File: src/rtl/slice_renderer.sv
// Column renderer: takes one wall slice per column from a slice source and plots V_RES pixels per column.
// Pixels appear one cycle after their DRAW cycle; FETCH stalls until the source is valid, and plot has no backpressure.
module slice_renderer #(
  parameter int H_RES     = 160,
  parameter int V_RES     = 120,
  parameter int XW        = 8,
  parameter int YW        = 7,
  parameter int CW        = 3,
  parameter int FRAME_DIV = 1666667
) (
  input  logic          clock,
  input  logic          resetn,
  input  logic          enable,
  input  logic [CW-1:0] ceil_colour,
  input  logic [CW-1:0] floor_colour,
  input  logic          slice_valid,
  input  logic [YW:0]   slice_height,
  input  logic [CW-1:0] slice_colour,
  output logic          slice_ready,
  output logic [XW-1:0] col_req,
  output logic [XW-1:0] x,
  output logic [YW-1:0] y,
  output logic [CW-1:0] colour,
  output logic          plot,
  output logic          busy,
  output logic          frame_done,
  output logic [7:0]    overrun_cnt
);

  localparam int TW = (FRAME_DIV > 1) ? $clog2(FRAME_DIV) : 1;
  localparam logic [TW-1:0] TICK_LAST = TW'(FRAME_DIV - 1);
  localparam logic [XW-1:0] LAST_COL  = XW'(H_RES - 1);
  localparam logic [YW-1:0] LAST_ROW  = YW'(V_RES - 1);
  localparam logic [YW:0]   VMAX      = (YW + 1)'(V_RES);

  typedef enum logic [1:0] {IDLE, FETCH, DRAW, DONE} state_t;

  state_t        state, state_nx;
  logic [TW-1:0] tick_cnt;
  logic          tick;
  logic [XW-1:0] col;
  logic [YW-1:0] row;
  logic [YW:0]   top, bot;
  logic [CW-1:0] wall;
  logic [YW:0]   h_clip;
  logic [YW:0]   top_nx;
  logic [YW:0]   row_ext;
  logic [CW-1:0] pix_colour;
  logic          xfer;

  // Free-running frame tick; deliberately ignores enable so frame pacing never drifts.
  assign tick = (tick_cnt == TICK_LAST);

  always_ff @(posedge clock or negedge resetn) begin
    if (!resetn) begin
      tick_cnt <= '0;
    end else if (tick) begin
      tick_cnt <= '0;
    end else begin
      tick_cnt <= tick_cnt + 1'b1;
    end
  end

  always_ff @(posedge clock or negedge resetn) begin
    if (!resetn) begin
      state <= IDLE;
    end else begin
      state <= state_nx;
    end
  end

  always_comb begin
    state_nx    = state;
    slice_ready = 1'b0;
    col_req     = col;
    xfer        = 1'b0;
    case (state)
      IDLE: begin
        if (tick && enable) state_nx = FETCH;
      end
      FETCH: begin
        slice_ready = 1'b1;
        if (slice_valid) begin
          xfer     = 1'b1;
          state_nx = DRAW;
        end
      end
      DRAW: begin
        if (row == LAST_ROW) state_nx = (col == LAST_COL) ? DONE : FETCH;
      end
      DONE: begin
        state_nx = IDLE;
      end
      default: state_nx = IDLE;
    endcase
  end

  // Wall geometry: clip to screen height, then centre vertically.
  always_comb begin
    h_clip  = (slice_height > VMAX) ? VMAX : slice_height;
    top_nx  = (VMAX - h_clip) >> 1;
    row_ext = {1'b0, row};
    if (row_ext < top) begin
      pix_colour = ceil_colour;
    end else if (row_ext < bot) begin
      pix_colour = wall;
    end else begin
      pix_colour = floor_colour;
    end
  end

  always_ff @(posedge clock or negedge resetn) begin
    if (!resetn) begin
      col        <= '0;
      row        <= '0;
      top        <= '0;
      bot        <= '0;
      wall       <= '0;
      x          <= '0;
      y          <= '0;
      colour     <= '0;
      plot       <= 1'b0;
      busy       <= 1'b0;
      frame_done <= 1'b0;
    end else begin
      plot       <= 1'b0;
      frame_done <= 1'b0;
      case (state)
        IDLE: begin
          if (tick && enable) begin
            col  <= '0;
            busy <= 1'b1;
          end
        end
        FETCH: begin
          if (xfer) begin
            wall <= slice_colour;
            top  <= top_nx;
            bot  <= top_nx + h_clip;
            row  <= '0;
          end
        end
        DRAW: begin
          x      <= col;
          y      <= row;
          colour <= pix_colour;
          plot   <= 1'b1;
          row    <= row + 1'b1;
          if (row == LAST_ROW && col != LAST_COL) col <= col + 1'b1;
        end
        DONE: begin
          frame_done <= 1'b1;
          busy       <= 1'b0;
        end
        default: ;
      endcase
    end
  end

  // A tick outside IDLE means the previous frame is still running: count it as dropped.
  always_ff @(posedge clock or negedge resetn) begin
    if (!resetn) begin
      overrun_cnt <= '0;
    end else if (tick && state != IDLE && overrun_cnt != 8'hFF) begin
      overrun_cnt <= overrun_cnt + 1'b1;
    end
  end

endmodule

File: config.mk
export PLATFORM = sky130hd
export DESIGN_NAME = slice_renderer
export DESIGN_NICKNAME = d
export VERILOG_FILES = /design/src/rtl/slice_renderer.sv
export SDC_FILE = /design/constraint.sdc
export NUM_CORES = 1
export LEC_CHECK = 0
export ABC_AREA = 0
export CORE_UTILIZATION = 60
export DETAILED_ROUTE_END_ITERATION = 6
export HOLD_SLACK_MARGIN = 0.02
export PLACE_DENSITY = 0.85
export RECOVER_POWER = 100
export SLEW_MARGIN = 40
export SYNTH_ARGS = -nofsm -noshare
export SYNTH_HDL_FRONTEND = slang
export SYNTH_SLANG_ARGS = --single-unit
File: constraint.sdc
create_clock -name clock -period 5 [get_ports clock]
set_input_delay 1 -clock clock [delete_from_list [all_inputs] [get_ports clock]]
set_output_delay 1 -clock clock [all_outputs]
set_load 0.005 [all_outputs]
==> results_dict.tcl <==
set metrics [dict create \
    outcome "finished, violations left" \
    violations "capacitance limit, slew limit" \
    finalWorstSetupSlack_ns 0.738 \
    initial_utilization 0.630 \
    worstPathRequired_ns 5.22 \
    slew_headroom -0.442 \
    grt_pass1_wl_um 17800 \
    avgSynthCellArea_um2 9.19 \
    finalSetupViolCount 0 \
    crit_path_start_kind "input port" \
    drt_first_iter_violations 166 \
    critPathTopFamily "compound AO/OA/AOI/OAI gates" \
    rsz0062_at_grt "no" \
    grt_pass1_vias 3796 \
    clk_pin_slew_ns 0.09 \
    numCtsBuffers 9 \
    path_buf_inv 1 \
    vias 3993 \
    post_cts_buffers 0 \
    wirelength_um 10400 \
    hp-class "flip-flop to flip-flop" \
    crit_slowest_cell "dlygate4sd3_1" \
    final_common_cell "nand2_1" \
    cp_cell_sequence "dlygate4sd3_1, a41oi_1, nand2_1, ha_1, o31ai_1, nand2_1, xnor2_1, ha_1, a21o_1, a21oi_1, o21ai_0, a2111oi_0, nor3_1" \
    finalNetCount 605 \
    grt_overflow_total 0 \
    htreeDepth 3 \
    powerDensity_nw_per_um2 294 \
    ir_drop_mv 0.153 \
    syn_area_um2 4640 \
    yosys_warnings 0 \
    finalMaxSlewViolations 43 \
    crit_type "input port to flip-flop" \
    layout-drive-gt1-share 0.0461 \
    drv_cap 1 \
    cts_hold_buf 0 \
    synth_nets 551 \
    dp_hpwl_um 7450 \
    viasPerCell 6.02 \
    p_leak_uw 0.00249 \
    core-area_um2 7370 \
    ant_nets 0 \
    fin_skew_ns 0.0161 \
    post-route-drc-count 0 \
    async_flop_share 1.00 \
    finalCriticalPeriod_ns 4.26 \
    finalHoldWorstSlack_ns 0.474 \
    grt_max_degree 45 \
    max_stage_delay_ns 0.71 \
    hold_viol_final 0 \
    n_fill_cell 551 \
    io_pins 59 \
    root_buffer "clkbuf_8" \
    ys.flop_type "dfrtp_1" \
    syn2layout_area_growth_pct 17.2 \
    cp-end-kind "flip-flop" \
    ctsResizeCount 0 \
    synth_cell_type_count 58 \
    std_cell_rows 31 \
    dieHeight_um 90.0 \
    io_buffers 58 \
    path_max_fanout 13 \
    timing.setup.tns_ns 0 \
    cts_tree "done" \
    placed_area_um2 5300 \
    worst_skew_pair.late_latency_ns 0.36 \
    seq_area_frac_synth 0.458 \
    die_w_um 90.0 \
    stdcell_area_um2 5440 \
    synth_seq_cells 85 \
    pre_cts_slack_ns 0.763 \
    multi_input_area_um2 2310 \
    grtUsageTotal 0.273 \
    insertedDiodeCount 0 \
    syn_inst 505 \
    place.gp.congestion 0.899 \
    wl_per_cell_um 15.6 \
    layout_common_cells "99 x nand2_1, 85 x dfrtp_1, 43 x nor2_1" \
    synth_edf_count 0 \
    fmax_ghz 0.235 \
    antenna_found_initial 0 \
    firstDrtPassIters 5 \
    seqCellArea_um2 2130 \
    cp.arrival_ns 4.48 \
    cts_sinks 85 \
    finalCritPeriodShare 0.852 \
    cts_buffer_depth 2 \
    tightestPinTransition_ns 2.16 \
    die-area_um2 8090 \
]
[metal layers]
| metal | routed length (um) | vias to the layer above | share of wire | global-route usage |
|---|---|---|---|---|
| li1 | - | 1880 | - | - |
| met1 | 4610 | 1940 | 0.45 | 0.376 |
| met2 | 4930 | 151 | 0.48 | 0.433 |
| met3 | 542 | 22 | 0.052 | 0.0381 |
| met4 | 284 | 0 | 0.027 | 0.120 |
| met5 | 0 | - | 0 | 0 |
[final cells by class]
type                    instances  share of cell area
multi-input cells             376               0.425
flip-flops and latches         85               0.391
repair buffers                 62               0.109
clock buffers                  11              0.0241
well taps                      99              0.0228
inverters                      25              0.0172
clock inverters                 5              0.0113
[power by group]
group          total [uW]  switching (uW)  internal (uW)
Sequential            788            53.4            734
Clock                 484             251            233
Combinational         325             176            149
[worst paths after layout]
check	from	endpoint	slack, ns	cells after the start
worst max register to register	state[0]	row[4]	2.02	6
worst min register to register	y[0]	y[0]	0.47	2
worst min-delay path	y[0]	y[0]	0.47	2
max in group asynchronous	resetn	bot[4]	1.73	2
worst max-delay path	slice_height[7]	bot[7]	0.74	13
min in group asynchronous	resetn	y[2]	1.26	1
[worst reg2reg max path: cells and delay by family, from the launching register on]
family,cells,cell delay [ns]
compound gates,2,0.27
buf+inv,2,1.67
flops,1,0.45
simple gates,2,0.49
[flip-flops by register name, summed over array words and instances (netlist names)]
register,flops
col_req,8
plot,1
state,2
bot,8
overrun_cnt,8
top,7
frame_done,1
y,7
busy,1
colour,3
row,7
wall,3
x,8
tick_cnt,21
[cell usage after synthesis (2+ instances only)]
cell type | n | share of area
clkbuf_1 | 15 | 0.012
or3_1 | 2 | 0.0027
a211oi_1 | 3 | 0.0049
nor2b_1 | 4 | 0.0054
nor3_1 | 10 | 0.011
ha_1 | 25 | 0.067
nand3_1 | 29 | 0.031
nand2_1 | 99 | 0.080
nand4_1 | 10 | 0.013
nor2_1 | 43 | 0.035
o211ai_1 | 6 | 0.0097
a41o_1 | 2 | 0.0043
a31oi_1 | 3 | 0.0040
nor4_1 | 4 | 0.0054
nand2b_1 | 6 | 0.0081
and3_1 | 5 | 0.0067
buf_1 | 2 | 0.0016
dfrtp_1 | 85 | 0.46
mux2_2 | 4 | 0.0097
o2111ai_1 | 4 | 0.0075
o31ai_1 | 3 | 0.0049
mux2i_1 | 5 | 0.011
a21o_1 | 6 | 0.0097
a221oi_1 | 2 | 0.0038
and4_1 | 4 | 0.0075
o21bai_1 | 2 | 0.0032
o21ai_0 | 21 | 0.023
o2bb2ai_1 | 3 | 0.0057
inv_1 | 25 | 0.020
xnor2_1 | 15 | 0.028
and3_2 | 2 | 0.0032
a21oi_1 | 12 | 0.013
a221o_1 | 2 | 0.0043
xor2_1 | 18 | 0.034
[per-stage QoR]
stage               std cells  utilization  power, uW
floorplan                 505            -        983
global placement          646        0.717       1120
detailed placement        647        0.719       1140
CTS                       663        0.746       1610
global route              663        0.738       1680
finish                    663        0.738       1600
[cell families after synthesis]
group / share of synthesized area
AND/OR/NAND/NOR: 0.234
flip-flops: 0.458
AO/OA/AOI/OAI: 0.120
buffers and inverters: 0.0375
XOR/XNOR: 0.0622
adder cells (fa/ha/maj): 0.0674
multiplexers: 0.0205
No activity file was read; power rests on OpenSTA's default activity.
